## config.mk

```make
export PLATFORM = sky130hd
export DESIGN_NAME = hazard_control_unit
export DESIGN_NICKNAME = d
export VERILOG_FILES = /design/src/rtl/cpu_pkg.sv /design/src/rtl/sat_counter16.sv /design/src/rtl/hazard_control_unit.sv
export SDC_FILE = /design/constraint.sdc
export NUM_CORES = 1
export LEC_CHECK = 0
export CORE_MARGIN = 1.5
export CORE_UTILIZATION = 40
export DETAILED_ROUTE_END_ITERATION = 7
export DONT_BUFFER_PORTS = 1
export PLACE_DENSITY_LB_ADDON = 0.2
export SYNTH_ARGS = -nofsm -noshare
export SYNTH_HDL_FRONTEND = slang
export SYNTH_SLANG_ARGS = --single-unit
```

## constraint.sdc

```tcl
create_clock -name clk -period 2.6 [get_ports clk]
set_clock_uncertainty 0.15 [all_clocks]
set_input_delay 0.39 -clock clk [delete_from_list [all_inputs] [get_ports clk]]
set_output_delay 0.39 -clock clk [all_outputs]
set_load 0.02 [all_outputs]
```

## src/rtl/cpu_pkg.sv

```systemverilog
`default_nettype none
// ============================================================================
// Module      : cpu_pkg
// Description : Shared definitions for the 16-bit five-stage pipeline.
// Revision    : 1.0 - initial release
// ============================================================================
package cpu_pkg;

    localparam int REG_W = 4;

    localparam logic [0:0] RUN      = 1'b0;
    localparam logic [0:0] MD_STALL = 1'b1;

    // All-zero word decodes as a no-op in the stage registers.
    localparam logic [15:0] NOP_INSN = 16'h0000;

    function automatic logic reg_match(input logic [REG_W-1:0] a,
                                       input logic [REG_W-1:0] b);
        return a == b;
    endfunction

endpackage
`default_nettype wire

```

## src/rtl/sat_counter16.sv

```systemverilog
`default_nettype none
// ============================================================================
// Module      : sat_counter16
// Description : 16-bit up-counter that sticks at all-ones, async clear.
// Revision    : 1.0 - initial release
// ============================================================================
module sat_counter16 (
    input  logic        clk,
    input  logic        rst_n,
    input  logic        inc,
    output logic [15:0] count
);

    logic [15:0] r_count;

    always_ff @(posedge clk or negedge rst_n) begin
        if (!rst_n) begin
            r_count <= 16'h0000;
        end else if (inc && (r_count != 16'hFFFF)) begin
            r_count <= r_count + 16'h0001;
        end
    end

    assign count = r_count;

endmodule
`default_nettype wire

```

## src/rtl/hazard_control_unit.sv

```systemverilog
`default_nettype none
// ============================================================================
// Module      : hazard_control_unit
// Description : ID-stage stall/bubble/flush control for load-use, branch
//               operand and multi-cycle mul/div hazards.
// Revision    : 1.0 - initial release
// ============================================================================
module hazard_control_unit
    import cpu_pkg::*;
#(
    parameter int unsigned MD_CYCLES = 4
) (
    input  logic             clk,
    input  logic             rst_n,
    input  logic [REG_W-1:0] id_op1,
    input  logic [REG_W-1:0] id_op2,
    input  logic             id_uses_op2,
    input  logic             id_is_branch,
    input  logic             id_branch_taken,
    input  logic [REG_W-1:0] ex_op1,
    input  logic [1:0]       ex_regwrite,
    input  logic             ex_memread,
    input  logic             ex_muldiv,
    input  logic [REG_W-1:0] mem_op1,
    input  logic             mem_memread,
    output logic             pc_write,
    output logic             ifid_write,
    output logic             idex_write,
    output logic             idex_bubble,
    output logic             exmem_bubble,
    output logic             ifid_flush,
    output logic             md_busy,
    output logic [15:0]      stall_cycles
);

    localparam logic [3:0] MD_LOAD = 4'(MD_CYCLES - 2);

    logic [0:0] r_state;
    logic [0:0] w_state_nxt;
    logic [3:0] r_cnt;
    logic [3:0] w_cnt_nxt;

    logic w_lu;
    logic w_br;
    logic w_md;
    logic w_occupied;
    logic w_pc_write;

    assign w_lu = ex_memread &&
                  (reg_match(ex_op1, id_op1) || (id_uses_op2 && reg_match(ex_op1, id_op2)));
    assign w_br = id_is_branch &&
                  (((ex_regwrite != 2'b00) && reg_match(ex_op1, id_op1)) ||
                   (mem_memread && reg_match(mem_op1, id_op1)));
    assign w_md = (r_state == RUN) && ex_muldiv;

    // Cycles in which the mul/div owns EX; hazard terms are ignored here.
    assign w_occupied = w_md || ((r_state == MD_STALL) && (r_cnt != 4'd0));

    always_ff @(posedge clk or negedge rst_n) begin
        if (!rst_n) begin
            r_state <= RUN;
            r_cnt   <= 4'd0;
        end else begin
            r_state <= w_state_nxt;
            r_cnt   <= w_cnt_nxt;
        end
    end

    always_comb begin
        w_state_nxt = r_state;
        w_cnt_nxt   = r_cnt;
        case (r_state)
            RUN: begin
                if (ex_muldiv) begin
                    w_state_nxt = MD_STALL;
                    w_cnt_nxt   = MD_LOAD;
                end
            end
            MD_STALL: begin
                if (r_cnt != 4'd0) begin
                    w_cnt_nxt = r_cnt - 4'd1;
                end else begin
                    w_state_nxt = RUN;
                end
            end
            default: begin
                w_state_nxt = RUN;
                w_cnt_nxt   = 4'd0;
            end
        endcase
    end

    always_comb begin
        w_pc_write   = 1'b1;
        ifid_write   = 1'b1;
        idex_write   = 1'b1;
        idex_bubble  = 1'b0;
        exmem_bubble = 1'b0;
        if (w_occupied) begin
            w_pc_write   = 1'b0;
            ifid_write   = 1'b0;
            idex_write   = 1'b0;
            exmem_bubble = 1'b1;
        end else if (w_lu || w_br) begin
            w_pc_write  = 1'b0;
            ifid_write  = 1'b0;
            idex_bubble = 1'b1;
        end
    end

    // Busy flags the held-occupancy cycles after issue, not the issue cycle itself.
    assign md_busy    = (r_state == MD_STALL) && (r_cnt != 4'd0);
    assign pc_write   = w_pc_write;
    assign ifid_flush = id_branch_taken && w_pc_write;

    sat_counter16 u_stall_cnt (
        .clk   (clk),
        .rst_n (rst_n),
        .inc   (!w_pc_write),
        .count (stall_cycles)
    );

endmodule
`default_nettype wire

```

==> impl_results.md, run 1 <==
* Status: finished clean
* Worst EP arrival at 2.00 ns
* IO Pins at 49
* Reg2reg start: r_cnt[0]$_DFFE_PN0P_
* CP Capture Type: output port
* Core box area at 0.00305 mm^2
* Total grt overflow at 0
* Reg2Reg Depth at 9
* Setup Crit Path Kind: reg -> out
* Synth warnings at 0
* Synth async-reset ratio at 100%
* Sw Ratio at approximately 44%
* Total GRT Usage at 16.2%
* Initial Util at 41.9%
* Final Critical Period at between 2 and 3 ns
* Die H at between 50 and 60 um
* Worst-skew pair later-pin latency at 0.30 ns
* P_leak at a little under 0.6 nW
* Maxcap violations at 0
* Vias at 930
* Mapped Nets at 153
* Data required time of the critical path at between 2 and 2.5 ns
* Hold Crit Start: ex_muldiv
* Vias in the first global route at approximately 990
* First-pass GRT wire length at 4300 um
* Pre-CTS setup slack at 0.209 ns
* Cell area after layout at 0.00142 mm^2
* Area of placed instances at 0.00135 mm^2
* Final wirelength at 2540 um
* Max VDD drop at 0.000458 V
* Max frequency at around 0.39 GHz
* Netlist cell types at 36
* Nets at ~160
* Die W at ~60 um
* Fin crit share at between 90% and 100%
* DRC at 0
* EDFF count, synth at 0
* Seq/Total Area, Yosys at between 40 and 50%
* Cts bufs inserted at 3
* Final ANT Viol Nets at 0
* Synth Instances at 125
* Clock-pin slew on the worst setup and hold paths at roughly 0.1 ns
* Gp weighted congestion at roughly 0.76
* Clock sink total at 21
* Top_reg_cell synth: dfrtp_1
* Comb pwr share at 45.3%
* Mapped cell area at roughly 0.0013 mm^2
* WHS Path Cells at 3
* R2r setup slk at between 0.2 and 0.25 ns
* Slack of the critical path at 0.0603 ns
* Setup TNS at 0 ns
* Largest net degree at the start of global routing at 22
* Filler Cells Inserted at roughly 310
* H-tree depth at 1
* 1st-iter DRT viols at 56
* Die area at approximately 0.0035 mm^2
* Number of diodes at 0
* Sequential power share at 43.9%
* Area Overhead vs Synth at 10.8%
* WL/cell at 14.2 um
* Number of core rows at 20
* Yosys reg bits at 21
* Drt pass-1 iters at 4
* TritonCTS clock tree: yes
* Post-detail-place hpwl at ~2000 um
* Via-per-instance ratio at approximately 5.2
* PD cells at 991 mW/mm^2
* Worst slew pin tran at 0.954 ns
* Worst R2R End: u_stall_cnt.count[1]$_DFFE_PN0P_
* Final Max Slew Viols at 0
* Headroom to the max-slew limit at between 30% and 40%
* HP Class: in -> reg
* Switch Pwr at 0.619 mW
* Startpoint type of the worst setup path: flop
* Final-report setup violation count at 0
* P_int at between 0.7 and 0.8 mW
* Synth Area per Inst at 10.2 um^2
* IO Port Bufs at 0
* Fin. Hold Viols at 0
* Initial antenna violation count at 0
* Unrepaired setup endpoints after global routing: yes
* Crit path max fanout at 3
* Clock power share at between 10% and 20%
* Layout cells sized above 1 at approximately 21%
* Clock Tree Buf Depth at 2
* Clock Tree Root: clkbuf_4
* WHS Endpoint: r_cnt[2]$_DFFE_PN0P_
-- state kept, by name, indices dropped and copies added (netlist names) --
register	count
u_stall_cnt.count	16
r_state	1
r_cnt	4
-- stage by stage --
stage | utilization, % | cells | power, mW | hold WS [ns]
2_1_floorplan | - | 125 | 1.08 | -0.0556
3_3_place_gp | 44.3 | 172 | 1.18 | -0.0552
3_5_place_dp | 44.3 | 172 | 1.21 | -0.0552
4_1_cts | 46.1 | 178 | 1.41 | 0.135
5_1_grt | 46.4 | 179 | 1.51 | 0.158
6_report | 46.4 | 179 | 1.41 | 0.161
-- Yosys cell counts, drive strengths merged (2+ instances only) --
library cell,instances,area (um^2)
a31oi,3,18.8
and2,2,12.5
and3,3,18.8
buf,2,18.8
dfrtp,21,526
ha,2,25.0
inv,7,26.3
mux2,4,45.0
nand2,15,56.3
nand3,12,92.6
nand4,4,31.3
nor2,4,15.0
nor3,5,36.3
nor3b,2,15.0
o21ai,3,15.0
xnor2,16,140
xor2,8,70.1
-- power by group through the flow --
stage	Sequential [mW]	Clock (mW)	Combinational [mW]
after CTS	0.617	0.167	0.623
after detailed placement	0.625	0	0.582
after global placement	0.619	0	0.562
final	0.617	0.151	0.637
after global routing	0.634	0.182	0.698
after floorplan	0.592	0	0.483
-- cell usage in the layout, fill, tap and decap left out, types with 2 or more instances in the layout --
| master | Yosys | routed |
|---|---|---|
| a31oi_1 | 3 | 3 |
| and3_1 | 3 | 3 |
| buf_4 | 1 | 5 |
| buf_6 | 1 | 2 |
| clkbuf_4 | 0 | 3 |
| dfrtp_1 | 21 | 21 |
| inv_1 | 6 | 3 |
| inv_2 | 1 | 4 |
| mux2_2 | 3 | 3 |
| nand2_1 | 15 | 15 |
| nand3_1 | 7 | 7 |
| nand3_2 | 4 | 4 |
| nand4_1 | 3 | 3 |
| nor2_1 | 4 | 4 |
| nor3_1 | 4 | 4 |
| nor3b_1 | 2 | 2 |
| o21ai_0 | 3 | 3 |
| xnor2_1 | 16 | 16 |
| xor2_1 | 8 | 8 |
-- final cells by class --
class / count / area, um^2 / share of cell area (%)
clock buffers: 4 / 26.3 / 1.85
inverters: 7 / 26.3 / 1.85
multi-input cells: 95 / 714 / 50.4
flip-flops and latches: 21 / 526 / 37.1
well taps: 44 / 55.1 / 3.88
repair buffers: 8 / 70.1 / 4.94
-- repair_timing --
action	CTS	global route
gates resized for setup	5	3
pin swaps	0	1
setup endpoints to repair	4	4
hold endpoints to repair	21	0
hold buffers	1	0
setup buffers	1	1
-- logic make-up (layout without fill, tap and decap cells) --
logic type / after synthesis / count (layout) / share of synthesized area [%]
muxes: 5 / 5 / 5.28
xor gates and xnor gates: 24 / 24 / 16.4
AOI/OAI and AO/OA: 11 / 11 / 6.55
and+or+nand+nor: 53 / 53 / 25.2
adders and majority gates: 2 / 2 / 1.95
DFF: 21 / 21 / 41.1
buffers and inverters: 9 / 19 / 3.52
-- critical path, cell delays in order (launching register included) --
cell and delay (ns):
dfrtp_1 0.40, inv_2 0.07, ha_2 0.16, or3b_4 0.39, mux2i_4 0.18, buf_6 0.16, inv_2 0.04, a31oi_1 0.14
buf_4 0.16
-- per-layer routing --
| metal | routed length, um | track usage (%) |
|---|---|---|
| met1 | 1010 | 18.3 |
| met4 | 19 | 4.76 |
| met2 | 1330 | 28.4 |
| met3 | 187 | 5.90 |
| met5 | 0 | 0 |
-- how the worst max path moves through the flow --
stage                               from          end  slack, ns
finish              r_cnt[0]$_DFFE_PN0P_  idex_bubble       0.06
global route        r_cnt[0]$_DFFE_PN0P_   ifid_flush      -0.04
CTS                 r_cnt[0]$_DFFE_PN0P_  idex_bubble      0.003
detailed placement  r_cnt[0]$_DFFE_PN0P_   ifid_flush       0.21
global placement    r_cnt[0]$_DFFE_PN0P_   ifid_flush       0.27
floorplan           r_cnt[0]$_DFFE_PN0P_   ifid_flush       0.04
Power figures use the tool's default switching activity.
==> inputs of run 2 (changes only) <==
--- a/config.mk
+++ b/config.mk
@@ -12,4 +12,5 @@
 export PLACE_DENSITY_LB_ADDON = 0.2
 export SYNTH_ARGS = -nofsm -noshare
 export SYNTH_HDL_FRONTEND = slang
+export SYNTH_HIERARCHICAL = 1
 export SYNTH_SLANG_ARGS = --single-unit
==> impl_results.md, run 2 <==
* Status: finished clean
* Gp weighted congestion at ~0.83
* Cts bufs inserted at 3
* Drt pass-1 iters at 4
* Worst-skew pair later-pin latency at ~0.29 ns
* 1st-iter DRT viols at 36
* Reg2reg start: r_cnt[0]$_DFFE_PN0P_
* Critical path depth at 8
* Number of core rows at 20
* Final ANT Viol Nets at 0
* CP Capture Type: output port
* Pwr Total at about 1.4 mW
* WL/cell at 15.1 um
* EDFF count, synth at 0
* Crit path max fanout at 5
* Crit-path cells: inv_1 -> ha_2 -> or3b_4 -> a21oi_4 -> buf_6 -> nand2_1 -> nor3_2 -> buf_4
* IO Port Bufs at 0
* Final-report setup violation count at 0
* Critical path's top delay family: simple AND/OR/NAND/NOR gates
* Headroom to the max-slew limit at between 30% and 40%
* HP Class: in -> reg
* Worst EP arrival at roughly 2.0 ns
* Area Overhead vs Synth at 11.2%
* Filler Cells Inserted at between 300 and 400
* Fin crit share at approximately 100%
* P_leak at between 0.5 and 0.6 nW
* Yosys reg bits at 21
* PD cells at 961 mW/mm^2
* Largest net degree at the start of global routing at 22
* Reg2Reg Depth at 10
* Layout cells sized above 1 at between 10% and 20%
* Finished Layout Cells at approximately 180
* Synth Area per Inst at 10.4 um^2
* Seq/Total Area, Yosys at between 30% and 40%
* Total GRT Usage at between 10% and 20%
* Unrepaired setup endpoints after global routing: yes
* Data required time of the critical path at ~2 ns
* Via-per-instance ratio at around 5.7
* Mapped cell area at 0.00132 mm^2
* Top cell type's share of synthesized area at 39.9%
* R2r setup slk at 0.11 ns
* Pre-CTS setup slack at roughly 0.035 ns
* H-tree depth at 1
* Synth warnings at 6
* Commonest non-fill, non-tap cell in the layout: dfrtp_1
* Top_reg_cell synth: dfrtp_1
* Setup Crit Path Kind: reg -> out
* Final Max Slew Viols at 0
* Max VDD drop at just under 0.0005 V
* Post-Place Cells at ~170
* Max frequency at slightly below 0.4 GHz
* First-pass GRT wire length at approximately 4500 um
* IO Pins at a little under 50
* Die area at 0.00365 mm^2
* Netlist cell types at 39
* Count leader, synth: dfrtp_1
* Startpoint type of the worst setup path: flop
* Synth async-reset ratio at 100%
* Die H at about 60 um
* Initial antenna violation count at 0
* Clock sink total at 21
* Final Critical Period at between 2 and 3 ns
* Initial Util at between 40 and 50%
* Top post-synthesis cells by area: dfrtp_1 (40%), xnor2_1 (11%), nand4_1 (4.3%)
* Clock Tree Buf Depth at 2
* Crit path to: ifid_flush
* Slack of the critical path at 0.0610 ns
* Largest register FFs at 16
* CP max stage delay at a little over 0.4 ns
* Worst setup path start: r_cnt[0]$_DFFE_PN0P_
* Total grt overflow at 0
* Mapped Nets at around 160
* Maxcap violations at 0
* Clock-pin slew on the worst setup and hold paths at roughly 0.11 ns
* Core box area at between 0.003 and 0.004 mm^2
* Post-detail-place hpwl at around 2100 um
* Fin. Hold Viols at 0
* Synth area leader: dfrtp_1
* Commonest cells after routing, fill and taps aside: dfrtp_1 (21), xnor2_1 (17), nand3_1 (10)
* Worst R2R End: u_stall_cnt/count[7]$_DFFE_PN0P_
* Final wirelength at 2730 um
* Vias in the first global route at approximately 1000
* Number of diodes at 0
* DRC at 0
* Worst slew pin tran at 0.927 ns
* Die W at between 60 and 70 um
* Clock Tree Root: clkbuf_4
* Nets at around 170
* WP buf/inv at 3
* TritonCTS clock tree: yes
* Vias at around 1000
* Synth Instances at about 130
* Synth cell count leaders: dfrtp_1 (21), xnor2_1 (17), nand3_1 (10)
* CP max-delay cell: or3b_4
## run 2: cell count changes after synthesis, sizes merged, moves of 2 or more
| cell | before | now |
|---|---|---|
| and4 | 1 | 3 |
| nor3b | 2 | 0 |
| nor3 | 5 | 3 |
| nand2 | 15 | 9 |
| inv | 7 | 4 |
| o21a | 1 | 7 |
| nand4 | 4 | 11 |
| nor2 | 4 | 7 |
| mux2 | 4 | 1 |
| xor2 | 8 | 3 |
| a21oi | 0 | 5 |
| and2 | 2 | 0 |
## run 2: worst min path at each step
stage | cells after the start | endpoint | startpoint | slack [ns]
3_3_place_gp | 0 | u_stall_cnt/count[14]$_DFFE_PN0P_ | rst_n | -0.05
2_1_floorplan | 0 | r_cnt[0]$_DFFE_PN0P_ | rst_n | -0.06
6_report | 1 | r_cnt[2]$_DFFE_PN0P_ | ex_muldiv | 0.04
4_1_cts | 1 | r_cnt[2]$_DFFE_PN0P_ | ex_muldiv | 0.03
5_1_grt | 1 | r_cnt[2]$_DFFE_PN0P_ | ex_muldiv | 0.04
3_5_place_dp | 0 | u_stall_cnt/count[15]$_DFFE_PN0P_ | rst_n | -0.06
## run 2: repair_timing
action | in CTS | in global routing
hold buffers | 1 | 0
setup endpoints to repair | 1 | 3
buffers inserted | 2 | 1
resized for setup | 1 | 4
hold endpoints to repair | 21 | 0
## run 2: power by group
part	internal, mW	leakage [nW]	switching, mW
Combinational	0.281	0.295	0.346
Sequential	0.420	0.272	0.208
Clock	0.0596	0.0150	0.0944
## run 2: area by class of cell
type | count | area [um^2] | area share (%)
clock buffer | 4 | 26.3 | 1.79
sequential | 21 | 526 | 35.9
timing repair buffer | 7 | 58.8 | 4.01
tap | 44 | 55.1 | 3.76
multi-input combinational | 101 | 785 | 53.5
inverter | 4 | 15.0 | 1.02
## run 2: cells by family (layout without fill, tap and decap cells)
| group | Yosys count | after routing | synth area share (%) |
|---|---|---|---|
| DFF | 21 | 21 | 39.9 |
| muxes | 2 | 2 | 1.61 |
| and+or+nand+nor | 53 | 53 | 27.7 |
| AOI/OAI and AO/OA | 24 | 24 | 13.9 |
| xor gates and xnor gates | 20 | 20 | 13.3 |
| buffers and inverters | 5 | 15 | 1.71 |
| adders and majority gates | 2 | 2 | 1.90 |
## run 2: stage by stage
stage	TNS, ns	util, %	instance area (um^2)	hold WS (ns)
floorplan	0	-	1320	-0.0556
global placement	0	44.8	1390	-0.0549
detailed placement	0	44.8	1390	-0.0550
CTS	0	46.6	1450	0.0341
global route	-0.0391	47.2	1470	0.0403
finish	0	47.2	1470	0.0405
## run 2: routing by layer
metal	vias to the layer above	share of wire [%]	wire length [um]	global-route usage, %
li1	490	-	-	-
met1	496	43	1160	19.4
met2	39	52	1430	29.0
met3	0	4.9	134	2.35
met4	0	0	0	6.67
met5	-	0	0	0
